$ cat config.mk
export PLATFORM = sky130hd
export DESIGN_NAME = tx_frame_sender_flat
export DESIGN_NICKNAME = d
export VERILOG_FILES = /design/src/rtl/tx_frame_sender_if.sv /design/src/rtl/tx_frame_sender.sv /design/src/flat_wrapper.sv
export SDC_FILE = /design/constraint.sdc
export NUM_CORES = 1
export LEC_CHECK = 0
export ABC_AREA = 1
export CORE_UTILIZATION = 61
export CTS_CLUSTER_SIZE = 25
export DETAILED_ROUTE_END_ITERATION = 6
export MAX_ROUTING_LAYER = met4
export PLACE_DENSITY = 0.93
export SETUP_SLACK_MARGIN = 0.1
export SYNTH_ARGS = -nofsm -noshare
export SYNTH_HDL_FRONTEND = slang
export SYNTH_SLANG_ARGS = --single-unit
$ cat constraint.sdc
create_clock -name i_Clock -period 7.41 [get_ports i_Clock]
set_input_delay 1.482 -clock i_Clock [delete_from_list [all_inputs] [get_ports i_Clock]]
set_output_delay 1.482 -clock i_Clock [all_outputs]
set_load 0.03 [all_outputs]
$ cat src/rtl/tx_frame_sender_if.sv
// Command/response and UART byte handshake bundle for tx_frame_sender.
// Names keep the i_/o_ prefixes as seen from the sender itself.
interface tx_frame_sender_if;
  logic        i_Send;
  logic [7:0]  i_Cmd;
  logic [7:0]  i_Status;
  logic [31:0] i_Data;
  logic        i_Tx_Busy;
  logic        i_Tx_Done;
  logic [7:0]  o_Tx_Data;
  logic        o_Tx_Start;
  logic        o_Busy;
  logic        o_Done;
  logic        o_Error;

  // Controller + UART side.
  modport master (
    output i_Send, i_Cmd, i_Status, i_Data, i_Tx_Busy, i_Tx_Done,
    input  o_Tx_Data, o_Tx_Start, o_Busy, o_Done, o_Error
  );

  // Frame sender side.
  modport slave (
    input  i_Send, i_Cmd, i_Status, i_Data, i_Tx_Busy, i_Tx_Done,
    output o_Tx_Data, o_Tx_Start, o_Busy, o_Done, o_Error
  );
endinterface

$ cat src/rtl/tx_frame_sender.sv
// Sends {SYNC, Cmd, Status, Data[31:0], CHK} as eight UART byte transactions
// and reports frame completion or a per-byte transmit timeout.
module tx_frame_sender #(
  parameter logic [7:0] SYNC_BYTE  = 8'hA5,
  parameter int         GAP_CYCLES = 0,
  parameter int         TX_TIMEOUT = 1_000_000
) (
  input  logic             i_Clock,
  input  logic             i_Reset,
  tx_frame_sender_if.slave bus,
  output logic [2:0]       o_debug_state
);

  localparam logic [2:0] IDLE      = 3'd0;
  localparam logic [2:0] LOAD      = 3'd1;
  localparam logic [2:0] START     = 3'd2;
  localparam logic [2:0] WAIT_DONE = 3'd3;
  localparam logic [2:0] GAP       = 3'd4;
  localparam logic [2:0] FIN       = 3'd5;

  localparam int TW = $clog2(TX_TIMEOUT) + 1;
  localparam int GW = $clog2(GAP_CYCLES + 1) + 1;
  localparam logic [TW-1:0] TO_LAST  = TW'(TX_TIMEOUT - 1);
  localparam logic [GW-1:0] GAP_LAST = GW'((GAP_CYCLES > 0) ? GAP_CYCLES - 1 : 0);

  logic [2:0]    state;
  logic [2:0]    idx;
  logic [7:0]    cmdQ;
  logic [7:0]    statusQ;
  logic [31:0]   dataQ;
  logic [7:0]    txData;
  logic          txStart;
  logic          error;
  logic [TW-1:0] toCnt;
  logic [GW-1:0] gapCnt;
  logic [7:0]    chk;
  logic [7:0]    frameByte;

  // Checksum covers everything except the sync byte, modulo 256.
  always_comb begin
    chk = cmdQ + statusQ + dataQ[31:24] + dataQ[23:16] + dataQ[15:8] + dataQ[7:0];
    frameByte = SYNC_BYTE;
    case (idx)
      3'd0:    frameByte = SYNC_BYTE;
      3'd1:    frameByte = cmdQ;
      3'd2:    frameByte = statusQ;
      3'd3:    frameByte = dataQ[31:24];
      3'd4:    frameByte = dataQ[23:16];
      3'd5:    frameByte = dataQ[15:8];
      3'd6:    frameByte = dataQ[7:0];
      default: frameByte = chk;
    endcase
  end

  always_ff @(posedge i_Clock) begin
    if (i_Reset) begin
      state   <= IDLE;
      idx     <= '0;
      cmdQ    <= '0;
      statusQ <= '0;
      dataQ   <= '0;
      txData  <= '0;
      txStart <= 1'b0;
      error   <= 1'b0;
      toCnt   <= '0;
      gapCnt  <= '0;
    end else begin
      txStart <= 1'b0;
      error   <= 1'b0;
      case (state)
        IDLE: begin
          if (bus.i_Send) begin
            cmdQ    <= bus.i_Cmd;
            statusQ <= bus.i_Status;
            dataQ   <= bus.i_Data;
            state   <= LOAD;
          end
        end
        LOAD: begin
          txData <= frameByte;
          state  <= START;
        end
        START: begin
          if (!bus.i_Tx_Busy) begin
            txStart <= 1'b1;
            toCnt   <= '0;
            state   <= WAIT_DONE;
          end
        end
        WAIT_DONE: begin
          // A done arriving on the expiry cycle still counts as success.
          if (bus.i_Tx_Done) begin
            if (idx == 3'd7) begin
              state <= FIN;
            end else begin
              idx    <= idx + 3'd1;
              gapCnt <= '0;
              state  <= (GAP_CYCLES == 0) ? LOAD : GAP;
            end
          end else if (toCnt == TO_LAST) begin
            error <= 1'b1;
            idx   <= '0;
            state <= IDLE;
          end else begin
            toCnt <= toCnt + 1'b1;
          end
        end
        GAP: begin
          if (gapCnt == GAP_LAST) state <= LOAD;
          else                    gapCnt <= gapCnt + 1'b1;
        end
        FIN: begin
          idx   <= '0;
          state <= IDLE;
        end
        default: state <= IDLE;
      endcase
    end
  end

  // Busy and Done are pure state decodes, so Busy drops the cycle after FIN.
  assign bus.o_Tx_Data  = txData;
  assign bus.o_Tx_Start = txStart;
  assign bus.o_Busy     = (state != IDLE);
  assign bus.o_Done     = (state == FIN);
  assign bus.o_Error    = error;
  assign o_debug_state  = state;

endmodule

$ cat src/flat_wrapper.sv
// flat-port wrapper written by rule: the top's interface ports become plain ports
module tx_frame_sender_flat 
#(
  parameter logic [7:0] SYNC_BYTE  = 8'hA5,
  parameter int         GAP_CYCLES = 0,
  parameter int         TX_TIMEOUT = 1_000_000
)
  (i_Clock, i_Reset, o_debug_state, bus_i_Send, bus_i_Cmd, bus_i_Status, bus_i_Data, bus_i_Tx_Busy, bus_i_Tx_Done, bus_o_Tx_Data, bus_o_Tx_Start, bus_o_Busy, bus_o_Done, bus_o_Error);
  tx_frame_sender_if bus_i ();
  input  logic i_Clock;
  input  logic i_Reset;
  output logic [2:0] o_debug_state;
  input wire logic [$bits(bus_i.i_Send)-1:0] bus_i_Send;
  input wire logic [$bits(bus_i.i_Cmd)-1:0] bus_i_Cmd;
  input wire logic [$bits(bus_i.i_Status)-1:0] bus_i_Status;
  input wire logic [$bits(bus_i.i_Data)-1:0] bus_i_Data;
  input wire logic [$bits(bus_i.i_Tx_Busy)-1:0] bus_i_Tx_Busy;
  input wire logic [$bits(bus_i.i_Tx_Done)-1:0] bus_i_Tx_Done;
  output wire logic [$bits(bus_i.o_Tx_Data)-1:0] bus_o_Tx_Data;
  output wire logic [$bits(bus_i.o_Tx_Start)-1:0] bus_o_Tx_Start;
  output wire logic [$bits(bus_i.o_Busy)-1:0] bus_o_Busy;
  output wire logic [$bits(bus_i.o_Done)-1:0] bus_o_Done;
  output wire logic [$bits(bus_i.o_Error)-1:0] bus_o_Error;
  assign bus_i.i_Send = bus_i_Send;
  assign bus_i.i_Cmd = bus_i_Cmd;
  assign bus_i.i_Status = bus_i_Status;
  assign bus_i.i_Data = bus_i_Data;
  assign bus_i.i_Tx_Busy = bus_i_Tx_Busy;
  assign bus_i.i_Tx_Done = bus_i_Tx_Done;
  assign bus_o_Tx_Data = bus_i.o_Tx_Data;
  assign bus_o_Tx_Start = bus_i.o_Tx_Start;
  assign bus_o_Busy = bus_i.o_Busy;
  assign bus_o_Done = bus_i.o_Done;
  assign bus_o_Error = bus_i.o_Error;
  tx_frame_sender #(.SYNC_BYTE(SYNC_BYTE), .GAP_CYCLES(GAP_CYCLES), .TX_TIMEOUT(TX_TIMEOUT)) u_core (.i_Clock(i_Clock), .i_Reset(i_Reset), .bus(bus_i), .o_debug_state(o_debug_state));
endmodule
Yosys cells after proc, flatten, opt, wreduce, memory -nomap -nowiden
Index checks and enable logic that the tools add are counted.
{"block": "classes", "n_addsub": 8, "n_mux": 21, "n_eq_ne": 22, "bitwise_logic": 2, "n_reduce_logical": 13}
{"cell": "$mux 21", "count": 3}
{"cell": "$pmux 8 s7", "count": 1}
{"cell": "$pmux 21 s2", "count": 1}
{"cell": "$add 8x8->8", "count": 5}
{"cell": "$mux 3", "count": 8}
{"cell": "$add 21x1->21 const B", "count": 1}
{"cell": "$eq 21x20->1 const B", "count": 1}
{"cell": "$eq 3x3->1 const B", "count": 6}
{"cell": "$pmux 3 s5", "count": 1}
{"cell": "$ne 2x2->1 const B", "count": 7}
{"cell": "$eq 3x2->1 const B", "count": 4}
{"cell": "$reduce_and 4->1", "count": 2}
{"cell": "$eq 3x1->1 const B", "count": 2}
{"cell": "$logic_not 3->1", "count": 2}
{"cell": "$pmux 3 s2", "count": 1}
{"cell": "$reduce_and 3->1", "count": 2}
{"cell": "$reduce_bool 2->1", "count": 3}
{"cell": "$mux 1", "count": 5}
{"cell": "$add 3x1->3 const B", "count": 1}
{"cell": "$ne 3x2->1 const B", "count": 1}
{"cell": "$ne 3x3->1 const B", "count": 1}
{"cell": "$reduce_bool 3->1", "count": 1}
{"cell": "$reduce_or 3->1", "count": 1}
{"cell": "$not 1->1", "count": 2}
{"cell": "other kinds (4)", "count": 4}
{"block": "totals", "input_bits": 53, "reg_bits": 86}

Logic depth before layout (Yosys ltp)
Gate-level depths: netlist (run 1).
{"block": "logic_depth", "depth_word": 6, "mapped_depth": 16, "ltp_nobuf": 16}

Worst setup path after synthesis (run 1)
No wires, ideal clock.
{"block": "synth_timing", "path_kind": "register to register", "startpoint": "register u_core.dataQ[2]", "endpoint": "register u_core.txData[4], in the netlist u_core.bus.o_Tx_Data[4]", "setup_ns": 0.140, "stages_incl_launch_ff": 15, "arrival_time_ns": 3.085, "slack_ns": 4.185, "required_ns": 7.270, "path_cell_list": "dfxtp_1 > inv_1 > fa_1 > inv_1 > fa_1 > inv_1 > fa_1 > inv_1 > ha_1 > inv_1 > fa_1 > xor2_1 > nor2_1 > o31ai_1 > a21oi_1"}
{"block": "synth_between", "elab_chain_len": 2}
{"item": "start: declaration", "line": "tx_frame_sender.sv:30", "text": "logic [31:0] dataQ;"}
{"item": "start signal: assignment", "line": "tx_frame_sender.sv:75", "text": "dataQ <= bus.i_Data;"}
{"item": "$add 8x8->8", "line": "tx_frame_sender.sv:41", "text": "chk = cmdQ + statusQ + dataQ[31:24] + dataQ[23:16] + dataQ[15:8] + dataQ[7:0];"}
{"item": "$pmux 8 s7", "line": "tx_frame_sender.sv:43", "text": "case (idx)"}
{"item": "end signal: assignment", "line": "tx_frame_sender.sv:80", "text": "txData <= frameByte;"}
{"item": "end: declaration", "line": "tx_frame_sender.sv:31", "text": "logic [7:0] txData;"}
No other way between the ends.
A chain may end at the register's enable or synchronous reset.

Worst setup path in the final report (run 1)
{"block": "layout_timing", "startpoint": "register u_core.dataQ[2]", "endpoint": "register u_core.txData[6], in the netlist u_core.bus.o_Tx_Data[6]"}
Same word-level chain as after synthesis.

==> results.md, run 1 <==
- Fin worst setup slack: 3.84 ns
- HPWL after detailed placement: 10100 µm
- Global-route wire length before repair: between 20000 and 25000 µm
- Synth-to-layout area growth: 17.4%
- Post-CTS setup buffer count: 0
- Reg-to-reg critical path startpoint: u_core.dataQ[2]
- Post-Synthesis Cells: 744
- Total GRT Usage: about a third
- Yosys top cell area share: 31.7%
- Worst r2r dst: u_core.bus.o_Tx_Data[6]
- Hold violation count in the final report: 0
- Clock network power share: about a fifth
- CTS max path bufs: 2
- WP data required: between 7 and 8 ns
- Setup crit end kind: register
- Initial DRC count: 385
- Max-Cap Viols: 0
- Pre-CTS setup slack: roughly 3.9 ns
- Hold path cells: 2
- Net Sw Frac: roughly 43%
- Clk slew on worst S/H paths: ~0.090 ns
- CTS sink cnt: 85
- Final instance area: 6300 µm²
- Hold Crit Start: u_core.bus.o_Tx_Data[3]
- DRC violations left: 0
- Setup_tns: 0 ns
- RSZ-0062 raised after global routing: no
- Net Sw Power: approximately 0.00082 W
- CTS resizes: 0
- CTS tree: yes
- Largest net degree at the start of global routing: 97
- IO Count: 68
- Max rail drop VDD: between 0.00015 and 0.0002 V
- Reg area: 1700 µm²
- Highest clock rate: ~0.28 GHz
- Leak Pwr: 2.58 nW
- Status: complete, no violations
- Reg power frac: 30.2%
- Initial Util: 64.0%
- Initial antenna violation count: 0
- Area of the multi-input gates: approximately 3000 µm²
- Final setup fails: 0
- Distinct cells, synth: 42
- Syn Area/Cell: 7.21 µm²
- Hold WS: approximately 0.47 ns
- Avg WL per Cell: 15.5 µm
- Mapped cell area: 5370 µm²
- Synth Warn #: 0
- Number of synthesized flops with an enable pin: 0
- Post-DP Area: 6070 µm²
- Number of H-tree levels: 3
- Routed wire length: 14100 µm
- Die area: 9180 µm²
- Crit share post-route: 48.2%
- Post-detailed-route count of antenna-violating nets: 0
- CTS buffer count: 9
- Clk Latency, worst-skew pair: between 0.3 and 0.4 ns
- Startpoint types: register
- Most common cell in the netlist: inv_1
- Vias in the first global route: approximately 5100
- Drt pass-1 iters: 7
- #FFs+latches synth: 85
- Critical path arrival: roughly 3.9 ns
- Row cnt: 33
- Die W: approximately 96 µm
- Worst reg2reg setup slack: 3.84 ns
- IO buf count: 67
- Via count: 5152
- Post-synthesis sequential area ratio: about a third
- Diode count: 0
- Hold Path Sink: u_core.bus.o_Tx_Data[3]
- # hold bufs at CTS: 0
- FILL cells: around 610
- Rel. slew slack: 45.9%
- Top cells by area, synth: dfxtp_1 32%, fa_1 10%, inv_1 9.5%
- Biggest area consumer among synthesized cells: dfxtp_1
- Critical path type: register to register
- Top cells by instance count after synthesis: 136 x inv_1, 122 x nand2_1, 85 x dfxtp_1
- Measured slew at the worst slew-check pin: 0.812 ns
- Worst-path fanout max: 2
- Pwr Density: 299 nW/µm²
- Vias per inst: 5.66
- Synth Net Count: 837
- Grt total ovfl: 0
- Die H: 95.8 µm
- FF-to-FF path depth: 15
- Final core occ: between 70 and 80%
- Top_reg_cell synth: dfxtp_1
- Layout cells sized above 1: 8.07%
- Setup Skew: between 0.01 and 0.015 ns
- GP Congestion: 0.962
- Final nets: 893
- Pins Over Slew Limit: 0
- Comb power frac: 49.7%
- Tmin final: 3.57 ns
- Hold Crit Class: register to register
- Core area: between 8000 and 9000 µm²
- Clock Root Buffer: clkbuf_8
- Asr flop ratio synth: 0%
- Cell Int Power: 0.00107 W
[how the worst max path moves through the flow]
stage,startpoint,endpoint,depth (start not counted),slack (ns)
2_1_floorplan,u_core.dataQ[2],u_core.bus.o_Tx_Data[4],14,4.19
3_3_place_gp,i_Reset,u_core.toCnt[2],7,3.92
3_5_place_dp,i_Reset,u_core.toCnt[2],7,3.85
4_1_cts,u_core.dataQ[2],u_core.bus.o_Tx_Data[6],15,3.86
5_1_grt,u_core.dataQ[2],u_core.bus.o_Tx_Data[6],15,3.63
6_report,u_core.dataQ[2],u_core.bus.o_Tx_Data[6],15,3.84
[flip-flops by register name (all words and copies together), names as in the netlist]
name,cells
u_core.dataQ,32
u_core.toCnt,21
u_core.bus.o_Tx_Data,8
u_core.cmdQ,8
u_core.statusQ,8
u_core.idx,3
u_core.o_debug_state,3
u_core.bus.o_Error,1
u_core.bus.o_Tx_Start,1
[critical path, stage by stage (launching register included)]
cell and delay, ns:
dfxtp_1 0.34, inv_1 0.08, fa_1 0.56, inv_1 0.06
fa_1 0.53, inv_1 0.06, fa_1 0.46, inv_1 0.07
ha_1 0.17, inv_1 0.07, fa_1 0.41, o21ai_0 0.23
o21ai_0 0.10, a21oi_1 0.17, nor3_1 0.07, a21oi_1 0.13
[area by class of cell]
| cell class | count | share of cell area (%) |
|---|---|---|
| multi-input combinational | 490 | 47.6 |
| sequential | 85 | 27.0 |
| timing repair buffer | 71 | 11.1 |
| inverter | 143 | 8.56 |
| tap | 105 | 2.09 |
| clock buffer | 9 | 1.97 |
| clock inverter | 7 | 1.65 |
[cells in the final DEF, fill, tap and decap left out, types with 3 or more instances in the layout]
| cell type | count |
|---|---|
| a21oi_1 | 68 |
| a21oi_2 | 13 |
| buf_4 | 4 |
| clkbuf_8 | 9 |
| clkdlybuf4s50_1 | 67 |
| dfxtp_1 | 85 |
| fa_1 | 27 |
| ha_1 | 13 |
| inv_1 | 136 |
| inv_2 | 6 |
| nand2_1 | 122 |
| nand2_2 | 11 |
| nand3_1 | 34 |
| nand3_2 | 3 |
| nand4_1 | 8 |
| nor2_1 | 66 |
| nor3_1 | 9 |
| nor3_2 | 3 |
| o21ai_0 | 61 |
| o22ai_1 | 12 |
| xnor2_1 | 3 |
| xor2_1 | 15 |
[power groups by stage]
stage          clock (W)  sequential, W  combinational [W]
5_1_grt         0.000399       0.000578            0.00106
4_1_cts         0.000381       0.000569           0.000922
6_report        0.000379       0.000570           0.000938
3_3_place_gp           0       0.000574           0.000856
3_5_place_dp           0       0.000579           0.000896
2_1_floorplan          0       0.000591           0.000664
[stage by stage]
stage	std cells	total power, W
4_1_cts	910	0.00187
5_1_grt	910	0.00204
6_report	910	0.00189
3_3_place_gp	894	0.00143
3_5_place_dp	894	0.00147
2_1_floorplan	744	0.00125
[metal layers]
layer,routed length [µm],vias to the layer above,global-route usage (%),part of all wire [%]
met4,358,0,12.3,2.5
met3,936,39,5.29,6.6
li1,-,2461,-,-
met5,0,-,-,0
met2,7050,236,58.0,50
met1,5730,2416,41.5,41
[logic make-up (layout without fill, tap and decap cells)]
logic type | after synthesis | after routing | share of synthesized area [%]
AND/OR/NAND/NOR | 266 | 266 | 22.4
buffers and inverters | 169 | 230 | 12.5
AO/OA/AOI/OAI | 166 | 166 | 17.3
flip-flops | 85 | 85 | 31.7
adder cells (fa/ha/maj) | 40 | 40 | 13.1
XOR/XNOR | 18 | 18 | 2.94
(Power assumes the default switching activity.)
==> run 2: changes to the inputs <==
CORE_UTILIZATION = 56   (was 61)
PLACE_DENSITY = 0.87   (was 0.93)
clock period = 3.55 ns   (was 7.41 ns; I/O delays follow)
==> run 2 against run 1 <==
Worst hold slack improved by 0.030 ns. Sequential power grew 110%. Sequential share of layout area fell by 0.29 points. Critical path type unchanged. Highest routed layer unchanged. Die area increased by 8.7%. Critical path depth stayed put.
==> results.md, run 2 (synthesis gave the netlist of run 1 again) <==
- Status: complete, no violations
- Final nets: between 800 and 900
- Hold violation count in the final report: 0
- Critical path type: register to register
- Leak Pwr: 2.57 nW
- Routed wire length: about 14000 µm
- FILL cells: about 700
- Pins Over Slew Limit: 0
- CTS sink cnt: 85
- Setup crit end kind: register
- Post-detailed-route count of antenna-violating nets: 0
- WP data required: 3.87 ns
- Pwr Density: between 600 and 700 nW/µm²
- Largest net degree at the start of global routing: 97
- Measured slew at the worst slew-check pin: ~0.84 ns
- Max-Cap Viols: 0
- Post-CTS setup buffer count: 0
- Grt total ovfl: 0
- GP Congestion: 0.930
- Max rail drop VDD: roughly 0.00055 V
- Layout cells sized above 1: 10.2%
- Die area: 9980 µm²
- Biggest register: u_core.dataQ
- DRC violations left: 0
- RSZ-0062 raised after global routing: no
- Clock Root Buffer: clkbuf_8
- Initial antenna violation count: 0
- Via count: around 5000
- Tmin final: 3.32 ns
- Hold Crit Class: register to register
- IO buf count: 67
- Global-route wire length before repair: 22500 µm
- Pre-CTS setup slack: 0.0952 ns
- Highest clock rate: 0.301 GHz
- Area of the multi-input gates: 3080 µm²
- Synth-to-layout area growth: 18.8%
- Reg-to-reg critical path startpoint: u_core.dataQ[5]
- Initial DRC count: 303
- Most frequent cells in the layout: 133 x inv_1, 122 x nand2_1, 83 x dfxtp_1
- Diode count: 0
- Total GRT Usage: 29.6%
- CTS buffer count: 9
- Die H: 99.9 µm
- Hold Crit Start: u_core.dataQ[5]
- Vias in the first global route: approximately 4800
- Initial Util: 58.1%
- Startpoint types: register
- Number of H-tree levels: 3
- Clk Latency, worst-skew pair: between 0.3 and 0.4 ns
- Fin worst setup slack: 0.233 ns
- Core area: 9240 µm²
- Row cnt: 35
- HPWL after detailed placement: 9930 µm
- Biggest regs: u_core.dataQ x32, u_core.toCnt x21
- Crit share post-route: 93.4%
- Vias per inst: 5.39
- Setup_tns: 0 ns
- Final setup fails: 0
- Max FFs per register: 32
- Critical path arrival: 3.63 ns
- CTS max path bufs: 2
- Reg area: 1700 µm²
- Setup crit start: u_core.dataQ[5]
- Clk slew on worst S/H paths: 0.09 ns
- Setup Skew: between 0.01 and 0.015 ns
- Commonest non-fill, non-tap cell in the layout: inv_1
- Worst-path fanout max: 4
- Rel. slew slack: 43.7%
- IO Count: 68
- Drt pass-1 iters: 5
- CTS tree: yes
- Die W: approximately 100 µm
- Avg WL per Cell: around 15 µm
[run 2: area by class of cell]
| cell class | count | share of cell area, % |
|---|---|---|
| clock inverters | 6 | 1.02 |
| inverters | 143 | 8.46 |
| multi-input cells | 490 | 48.3 |
| clock buffers | 9 | 1.94 |
| flip-flops and latches | 85 | 26.7 |
| repair buffers | 71 | 11.0 |
| well taps | 129 | 2.53 |
[run 2: path summary, 6_finish.rpt]
kind | endpoint | slack (ns) | cells past startpoint
worst min-delay path | u_core.dataQ[5] | 0.50 | 2
worst min register to register | u_core.dataQ[5] | 0.50 | 2
worst max register to register | u_core.bus.o_Tx_Data[7] | 0.23 | 15
worst max-delay path | u_core.bus.o_Tx_Data[7] | 0.23 | 15
[run 2: report_power, final]
part / switching [W] / internal (W) / leakage, nW
logic: 0.00132 / 0.000862 / 1.77
clock network: 0.000377 / 0.000321 / 0.0950
registers: 0.000102 / 0.00109 / 0.698
[run 2: critical path, stage by stage (launching register included)]
cell and delay, ns:
dfxtp_1 0.33, inv_2 0.05, fa_1 0.53, inv_1 0.05
fa_1 0.55, inv_1 0.07, fa_1 0.53, inv_1 0.06
ha_4 0.28, nand2_1 0.08, or2_2 0.31, nand3_2 0.09
inv_1 0.05, nand3_1 0.08, nand3_2 0.07, a21oi_2 0.13
[run 2: timing repair]
item / in CTS / in global routing
endpoints found under the setup margin: 2 / 5
hold buffers: 0 / 0
resized for setup: 1 / 22
gates cloned: 0 / 0
pin swaps: 1 / 9
[run 2: metrics by stage]
step	area (µm²)	power, W	instances	util (%)	hold slack, ns
2_1_floorplan	5370	0.00262	744	-	0.450
3_3_place_gp	6100	0.00297	918	66.0	0.471
3_5_place_dp	6100	0.00306	918	66.0	0.486
4_1_cts	6290	0.00377	933	68.1	0.499
5_1_grt	6380	0.00443	933	69.0	0.515
6_report	6380	0.00407	933	69.0	0.497
[run 2: per-layer routing]
layer / track usage (%) / part of all wire [%] / up-vias
met5: - / 0 / -
met4: 11.4 / 2.4 / 0
met1: 34.6 / 40 / 2331
met2: 50.2 / 51 / 199
met3: 5.78 / 6.7 / 37
li1: - / - / 2463
